===== src/rtl/irq_controller_if.sv =====
// Bus register port and CPU request/acknowledge handshake of the interrupt controller.
// The controller connects to the slave modport; the bus/CPU side connects to master.
interface irq_controller_if;
  logic        bus_write;
  logic        bus_read;
  logic [23:0] bus_address_in;
  logic [7:0]  bus_data_in;
  logic [7:0]  bus_data_out;
  logic [1:0]  cpu_ilevel;
  logic        irq_req;
  logic [1:0]  irq_level;
  logic [7:0]  irq_vector;
  logic        irq_ack;

  modport master (
    output bus_write, bus_read, bus_address_in, bus_data_in, cpu_ilevel, irq_ack,
    input  bus_data_out, irq_req, irq_level, irq_vector
  );

  modport slave (
    input  bus_write, bus_read, bus_address_in, bus_data_in, cpu_ilevel, irq_ack,
    output bus_data_out, irq_req, irq_level, irq_vector
  );
endinterface


===== src/rtl/irq_controller.sv =====
// Interrupt controller: latches source pulses, arbitrates by group priority and drives a CPU req/ack.
// Define IRQ_SWTRIG_EN to map a write-only software trigger register at BASE_ADDR+3.
module irq_controller #(
  parameter logic [23:0] BASE_ADDR   = 24'h2020,
  parameter logic [7:0]  VECTOR_BASE = 8'h03
) (
  input  logic             clk,
  input  logic             reset,
  input  logic             clk_ce,
  input  logic [7:0]       irqs,
  irq_controller_if.slave  bus
);

  localparam int NUM_SRC = 8;

  typedef enum logic [1:0] {
    ST_IDLE    = 2'd0,
    ST_REQ     = 2'd1,
    ST_SERVICE = 2'd2
  } state_t;

  state_t      state_reg;
  logic [7:0]  prio_reg;
  logic [7:0]  enable_reg;
  logic [7:0]  flag_reg;
  logic [2:0]  latched_idx_reg;
  logic        irq_req_reg;
  logic [1:0]  irq_level_reg;
  logic [7:0]  irq_vector_reg;

  logic        wr_en;
  logic        sel_prio;
  logic        sel_enable;
  logic        sel_flags;
  logic [7:0]  flag_clear;
  logic [7:0]  swtrig_set;
  logic [7:0]  flag_next;

  logic [1:0]         src_level [NUM_SRC];
  logic [NUM_SRC-1:0] candidate;
  logic               win_valid;
  logic [2:0]         win_idx;
  logic [1:0]         win_level;

  assign wr_en      = bus.bus_write & clk_ce;
  assign sel_prio   = (bus.bus_address_in == BASE_ADDR);
  assign sel_enable = (bus.bus_address_in == BASE_ADDR + 24'd1);
  assign sel_flags  = (bus.bus_address_in == BASE_ADDR + 24'd2);

  assign flag_clear = (wr_en && sel_flags) ? bus.bus_data_in : 8'h00;

`ifdef IRQ_SWTRIG_EN
  logic sel_swtrig;
  assign sel_swtrig = (bus.bus_address_in == BASE_ADDR + 24'd3);
  assign swtrig_set = (wr_en && sel_swtrig) ? bus.bus_data_in : 8'h00;
`else
  assign swtrig_set = 8'h00;
`endif

  // New pulses are OR-ed in after the clear so a same-cycle set beats a W1C.
  assign flag_next = (flag_reg & ~flag_clear) | irqs | swtrig_set;

  // Sources 2g and 2g+1 share the two PRIO bits of group g.
  generate
    for (genvar gi = 0; gi < NUM_SRC; gi++) begin : g_src
      assign src_level[gi] = prio_reg[2*(gi/2) +: 2];
      assign candidate[gi] = flag_reg[gi] & enable_reg[gi] &
                             (src_level[gi] != 2'd0) &
                             (src_level[gi] > bus.cpu_ilevel);
    end
  endgenerate

  // Scanning downward with >= leaves the lowest index holding any tied top level.
  always_comb begin
    win_valid = 1'b0;
    win_idx   = 3'd0;
    win_level = 2'd0;
    for (int i = NUM_SRC - 1; i >= 0; i--) begin
      if (candidate[i] && (src_level[i] >= win_level)) begin
        win_valid = 1'b1;
        win_idx   = 3'(i);
        win_level = src_level[i];
      end
    end
  end

  always_ff @(posedge clk or negedge reset) begin
    if (!reset) begin
      prio_reg   <= 8'h00;
      enable_reg <= 8'h00;
      flag_reg   <= 8'h00;
    end else if (clk_ce) begin
      if (bus.bus_write && sel_prio) begin
        prio_reg <= bus.bus_data_in;
      end
      if (bus.bus_write && sel_enable) begin
        enable_reg <= bus.bus_data_in;
      end
      flag_reg <= flag_next;
    end
  end

  always_ff @(posedge clk or negedge reset) begin
    if (!reset) begin
      state_reg       <= ST_IDLE;
      latched_idx_reg <= 3'd0;
      irq_req_reg     <= 1'b0;
      irq_level_reg   <= 2'd0;
      irq_vector_reg  <= 8'h00;
    end else if (clk_ce) begin
      case (state_reg)
        ST_IDLE: begin
          if (win_valid) begin
            state_reg       <= ST_REQ;
            irq_req_reg     <= 1'b1;
            latched_idx_reg <= win_idx;
            irq_level_reg   <= win_level;
            irq_vector_reg  <= VECTOR_BASE + {5'd0, win_idx};
          end
        end
        ST_REQ: begin
          if (bus.irq_ack) begin
            state_reg   <= ST_SERVICE;
            irq_req_reg <= 1'b0;
          end else if (!candidate[latched_idx_reg]) begin
            state_reg   <= ST_IDLE;
            irq_req_reg <= 1'b0;
          end
        end
        ST_SERVICE: begin
          if (!flag_reg[latched_idx_reg]) begin
            state_reg <= ST_IDLE;
          end
        end
        default: begin
          state_reg   <= ST_IDLE;
          irq_req_reg <= 1'b0;
        end
      endcase
    end
  end

  assign bus.irq_req    = irq_req_reg;
  assign bus.irq_level  = irq_level_reg;
  assign bus.irq_vector = irq_vector_reg;

  // Read data is driven only while the read strobe is high; reads never alter state.
  always_comb begin
    bus.bus_data_out = 8'h00;
    if (bus.bus_read) begin
      if (sel_prio) begin
        bus.bus_data_out = prio_reg;
      end else if (sel_enable) begin
        bus.bus_data_out = enable_reg;
      end else if (sel_flags) begin
        bus.bus_data_out = flag_reg;
      end
    end
  end

endmodule


===== src/flat_wrapper.sv =====
// flat-port wrapper written by rule: the top's interface ports become plain ports
module irq_controller_flat 
#(
  parameter logic [23:0] BASE_ADDR   = 24'h2020,
  parameter logic [7:0]  VECTOR_BASE = 8'h03
)
  (clk, reset, clk_ce, irqs, bus_bus_write, bus_bus_read, bus_bus_address_in, bus_bus_data_in, bus_cpu_ilevel, bus_irq_ack, bus_bus_data_out, bus_irq_req, bus_irq_level, bus_irq_vector);
  irq_controller_if bus_i ();
  input  logic clk;
  input  logic reset;
  input  logic clk_ce;
  input  logic [7:0] irqs;
  input wire logic [$bits(bus_i.bus_write)-1:0] bus_bus_write;
  input wire logic [$bits(bus_i.bus_read)-1:0] bus_bus_read;
  input wire logic [$bits(bus_i.bus_address_in)-1:0] bus_bus_address_in;
  input wire logic [$bits(bus_i.bus_data_in)-1:0] bus_bus_data_in;
  input wire logic [$bits(bus_i.cpu_ilevel)-1:0] bus_cpu_ilevel;
  input wire logic [$bits(bus_i.irq_ack)-1:0] bus_irq_ack;
  output wire logic [$bits(bus_i.bus_data_out)-1:0] bus_bus_data_out;
  output wire logic [$bits(bus_i.irq_req)-1:0] bus_irq_req;
  output wire logic [$bits(bus_i.irq_level)-1:0] bus_irq_level;
  output wire logic [$bits(bus_i.irq_vector)-1:0] bus_irq_vector;
  assign bus_i.bus_write = bus_bus_write;
  assign bus_i.bus_read = bus_bus_read;
  assign bus_i.bus_address_in = bus_bus_address_in;
  assign bus_i.bus_data_in = bus_bus_data_in;
  assign bus_i.cpu_ilevel = bus_cpu_ilevel;
  assign bus_i.irq_ack = bus_irq_ack;
  assign bus_bus_data_out = bus_i.bus_data_out;
  assign bus_irq_req = bus_i.irq_req;
  assign bus_irq_level = bus_i.irq_level;
  assign bus_irq_vector = bus_i.irq_vector;
  irq_controller #(.BASE_ADDR(BASE_ADDR), .VECTOR_BASE(VECTOR_BASE)) u_core (.clk(clk), .reset(reset), .clk_ce(clk_ce), .irqs(irqs), .bus(bus_i));
endmodule

===== config.mk =====
export PLATFORM = sky130hd
export DESIGN_NAME = irq_controller_flat
export DESIGN_NICKNAME = d
export VERILOG_FILES = /design/src/rtl/irq_controller_if.sv /design/src/rtl/irq_controller.sv /design/src/flat_wrapper.sv
export SDC_FILE = /design/constraint.sdc
export NUM_CORES = 1
export LEC_CHECK = 0
export CAP_MARGIN = 20
export CORE_AREA = 2 2 76 78
export DETAILED_ROUTE_END_ITERATION = 12
export DIE_AREA = 0 0 78 80
export PLACE_DENSITY = 0.86
export SYNTH_ARGS = -nofsm -noshare
export SYNTH_HDL_FRONTEND = slang
export SYNTH_SLANG_ARGS = --single-unit

===== constraint.sdc =====
create_clock -name clk -period 11.6 [get_ports clk]
set_clock_uncertainty 0.15 [all_clocks]
set_input_delay 1.74 -clock clk [delete_from_list [all_inputs] [get_ports clk]]
set_output_delay 1.74 -clock clk [all_outputs]
set_load 0.005 [all_outputs]

==> metrics.yaml <==
cts:
  cts_tree: "yes"
  cts_sinks: 36
  root_buffer: "clkbuf_8"
  cts_buffers: 5
  path_clk_slew_ns: 0.06
  cts_htree_levels: 2
  ctsHoldBuffers: 0
  clock_latency_ns: 0.29
  postCtsResizedCells: 0
  cts_setup_buffers: 0
  clockBufferDepth: 2
critical_path:
  critical_path_buf_inv_count: 4
  worstPathArrival_ns: 10.87
  max_stage_delay_ns: 0.45
  cp_slowest_cell: "clkdlybuf4s50_1"
  end_kind: "register"
  cp-start-kind: "input pin"
  crit_type: "input pin to register"
  crit_family: "compound AO/OA/AOI/OAI gates"
  crit_required_ns: 11.62
  cp_max_fo: 17
  cp_common_cell: "ha_1"
logic_synthesis:
  synth_edf_count: 0
  yosys-top-cells-area: "dfrtp_1, mux2_2, ha_1, nand2_1, nor2b_1"
  ys_warn_count: 0
  synth.cell_area_um2: 2614
  synthCells: 270
  ys_seq_area_share_pct: 34.47
  synth_ff_type: "dfrtp_1"
  post-synth-top-area-cell: "dfrtp_1"
  synth_async_sr_flop_share_pct: 100.0
  ys_ff_latch: 36
  yosysUniqueCellTypes: 63
  synth_area_per_cell_um2: 9.681
  yosysTopAreaCellShare_pct: 34.47
layout:
  syn_to_final_growth_pct: 28.43
  drive_above_1_share_pct: 12.42
  post-route-util_pct: 62.11
  antenna_cells: 0
  nNetsFinal: 393
  fin_cells: 402
  finish.instance_area_um2: 3357
power:
  power_mw: 0.2624
  power_frac_clock_pct: 42.0
  powerDensity_nw_per_um2: 78.16
  p_leak_nw: 1.376
  sw_frac_of_total_pct: 21.52
  internal-power_mw: 0.2059
  vdd_drop_max_mv: 0.05829
  switching_power_mw: 0.05647
  combPwrFrac_pct: 10.1
  power_frac_seq_pct: 47.9
place:
  place_ws_ns: 0.4535
  dpl_cell_area_um2: 3249
  portBuffers: 62
  post-dp-hpwl_um: 5087
  place_congestion: 0.9407
  dp.cells: 394
grt:
  grt.overflow.total: 0
  grt_usage_pct: 22.73
  antenna_found_initial: 0
  grt_max_degree: 37
  grt_pass1_vias: 2422
  grt_pass1_wl_um: 11290
routing:
  ant_nets: 0
  routed_wl_um: 6608
  vias: 2405
  viasPerCell: 5.983
  drc: 0
  drt_iter0_drc: 225
  routedWlPerCell_um: 16.44
  firstDrtPassIters: 7
timing:
  setup_ws_ns: 0.7479
  period_minus_slack_ns: 10.85
  holdWs_ns: 0.3294
  tns_ns: 0
  fmax_ghz: 0.09215
  slew_headroom_pct: 53.64
  setup_viol: 0
  rsz0062_at_grt: "no"
  min_period_over_period_pct: 93.55
  worst_slew_pin_slew_ns: 0.6932
  finalHoldViolations: 0
  slew_viol_final: 0
floorplanning:
  rows: 27
  fp.dieW_um: 78
  io_pins: 67
  start_util_pct: 48.36
  die_height_um: 80
  core_area_um2: 5405
  fp.dieArea_um2: 6240
run:
  drv_cap: 0
hold_path:
  worstHoldPathType: "register to register"
outcome:
  status: "completed"
[logic make-up after synthesis]
logic type                 count (synthesis)  share of synthesized area (%)
muxes                                     23                          10.72
other                                      1                         0.1435
and+or+nand+nor                           89                          18.10
AOI/OAI and AO/OA                         78                          23.03
xor gates and xnor gates                   1                         0.3351
buffers and inverters                     25                          5.170
DFF                                       36                          34.47
adders and majority gates                 17                          8.042
[layer usage]
metal,GRT usage (%),wire length (µm),part of all wire [%],vias up
met5,0,0,0,-
met4,8.246,153,2.3,0
met3,3.620,347,5.3,12
met2,40.09,3335,50,88
met1,28.09,2772,42,1172
li1,-,-,-,1133
[layout make-up]
class | instances | area [µm²]
well taps | 72 | 90.09
fillers | 465 | 2048
multi-input cells | 212 | 1589
clock inverters | 2 | 35.03
repair buffers | 63 | 628.1
inverters | 11 | 41.29
flip-flops and latches | 36 | 900.9
clock buffers | 6 | 72.57
[power groups by stage]
stage | sequential [mW] | clock, mW | combinational (mW)
after floorplan | 0.128 | 0 | 0.00599
after global placement | 0.128 | 0 | 0.0262
after detailed placement | 0.128 | 0 | 0.0269
after CTS | 0.126 | 0.110 | 0.0270
after global routing | 0.126 | 0.117 | 0.0294
final | 0.126 | 0.110 | 0.0265
[worst paths after layout]
check / to / start / cells past startpoint / slack (ns)
max reg2reg: u_core.bus.irq_level[0]$_DFFE_PN0P_ / u_core.prio_reg[7]$_DFFE_PN0P_ / 42 / 2.30
max: u_core.bus.irq_level[0]$_DFFE_PN0P_ / bus_cpu_ilevel[1] / 44 / 0.75
min in group asynchronous: u_core.latched_idx_reg[1]$_DFFE_PN0P_ / reset / 2 / 1.70
min reg2reg: u_core.bus.irq_vector[3]$_DFFE_PN0P_ / u_core.bus.irq_vector[3]$_DFFE_PN0P_ / 2 / 0.33
min: u_core.bus.irq_vector[3]$_DFFE_PN0P_ / u_core.bus.irq_vector[3]$_DFFE_PN0P_ / 2 / 0.33
max in group asynchronous: u_core.enable_reg[4]$_DFFE_PN0P_ / reset / 2 / 9.26
[worst reg2reg max path: cells and delay by family (launching register included)]
| family | cells | cell delay [ns] |
|---|---|---|
| and+or+nand+nor | 12 | 1.58 |
| AOI/OAI and AO/OA | 17 | 3.41 |
| DFF | 1 | 0.45 |
| muxes | 3 | 1.11 |
| adders and majority gates | 8 | 2.33 |
| buffers and inverters | 2 | 0.13 |
[synthesized netlist by cell type, types with 6 or more instances]
cell      count
dfrtp_1      36
nand2_1      36
mux2_2       18
ha_1         16
o21ai_0      16
nor2b_1      14
inv_1        11
a22o_1        9
nor2_1        9
a222oi_1      8
a21oi_1       7
and2_1        6
buf_4         6
[cells in the final DEF, fill, tap and decap left out, types with 3 or more instances in the layout]
cell,count
a31oi_1,4
conb_1,4
dfrtp_1,36
nand2b_1,5
ha_1,16
o21ai_0,16
nand2_1,36
clkbuf_8,5
nor2_1,9
inv_1,11
a222oi_1,8
and3_1,4
mux2_2,18
nor2b_1,14
o2111ai_1,3
clkdlybuf4s50_1,62
a21oi_1,7
a22o_1,9
and2_1,6
(Power assumes the default switching activity.)
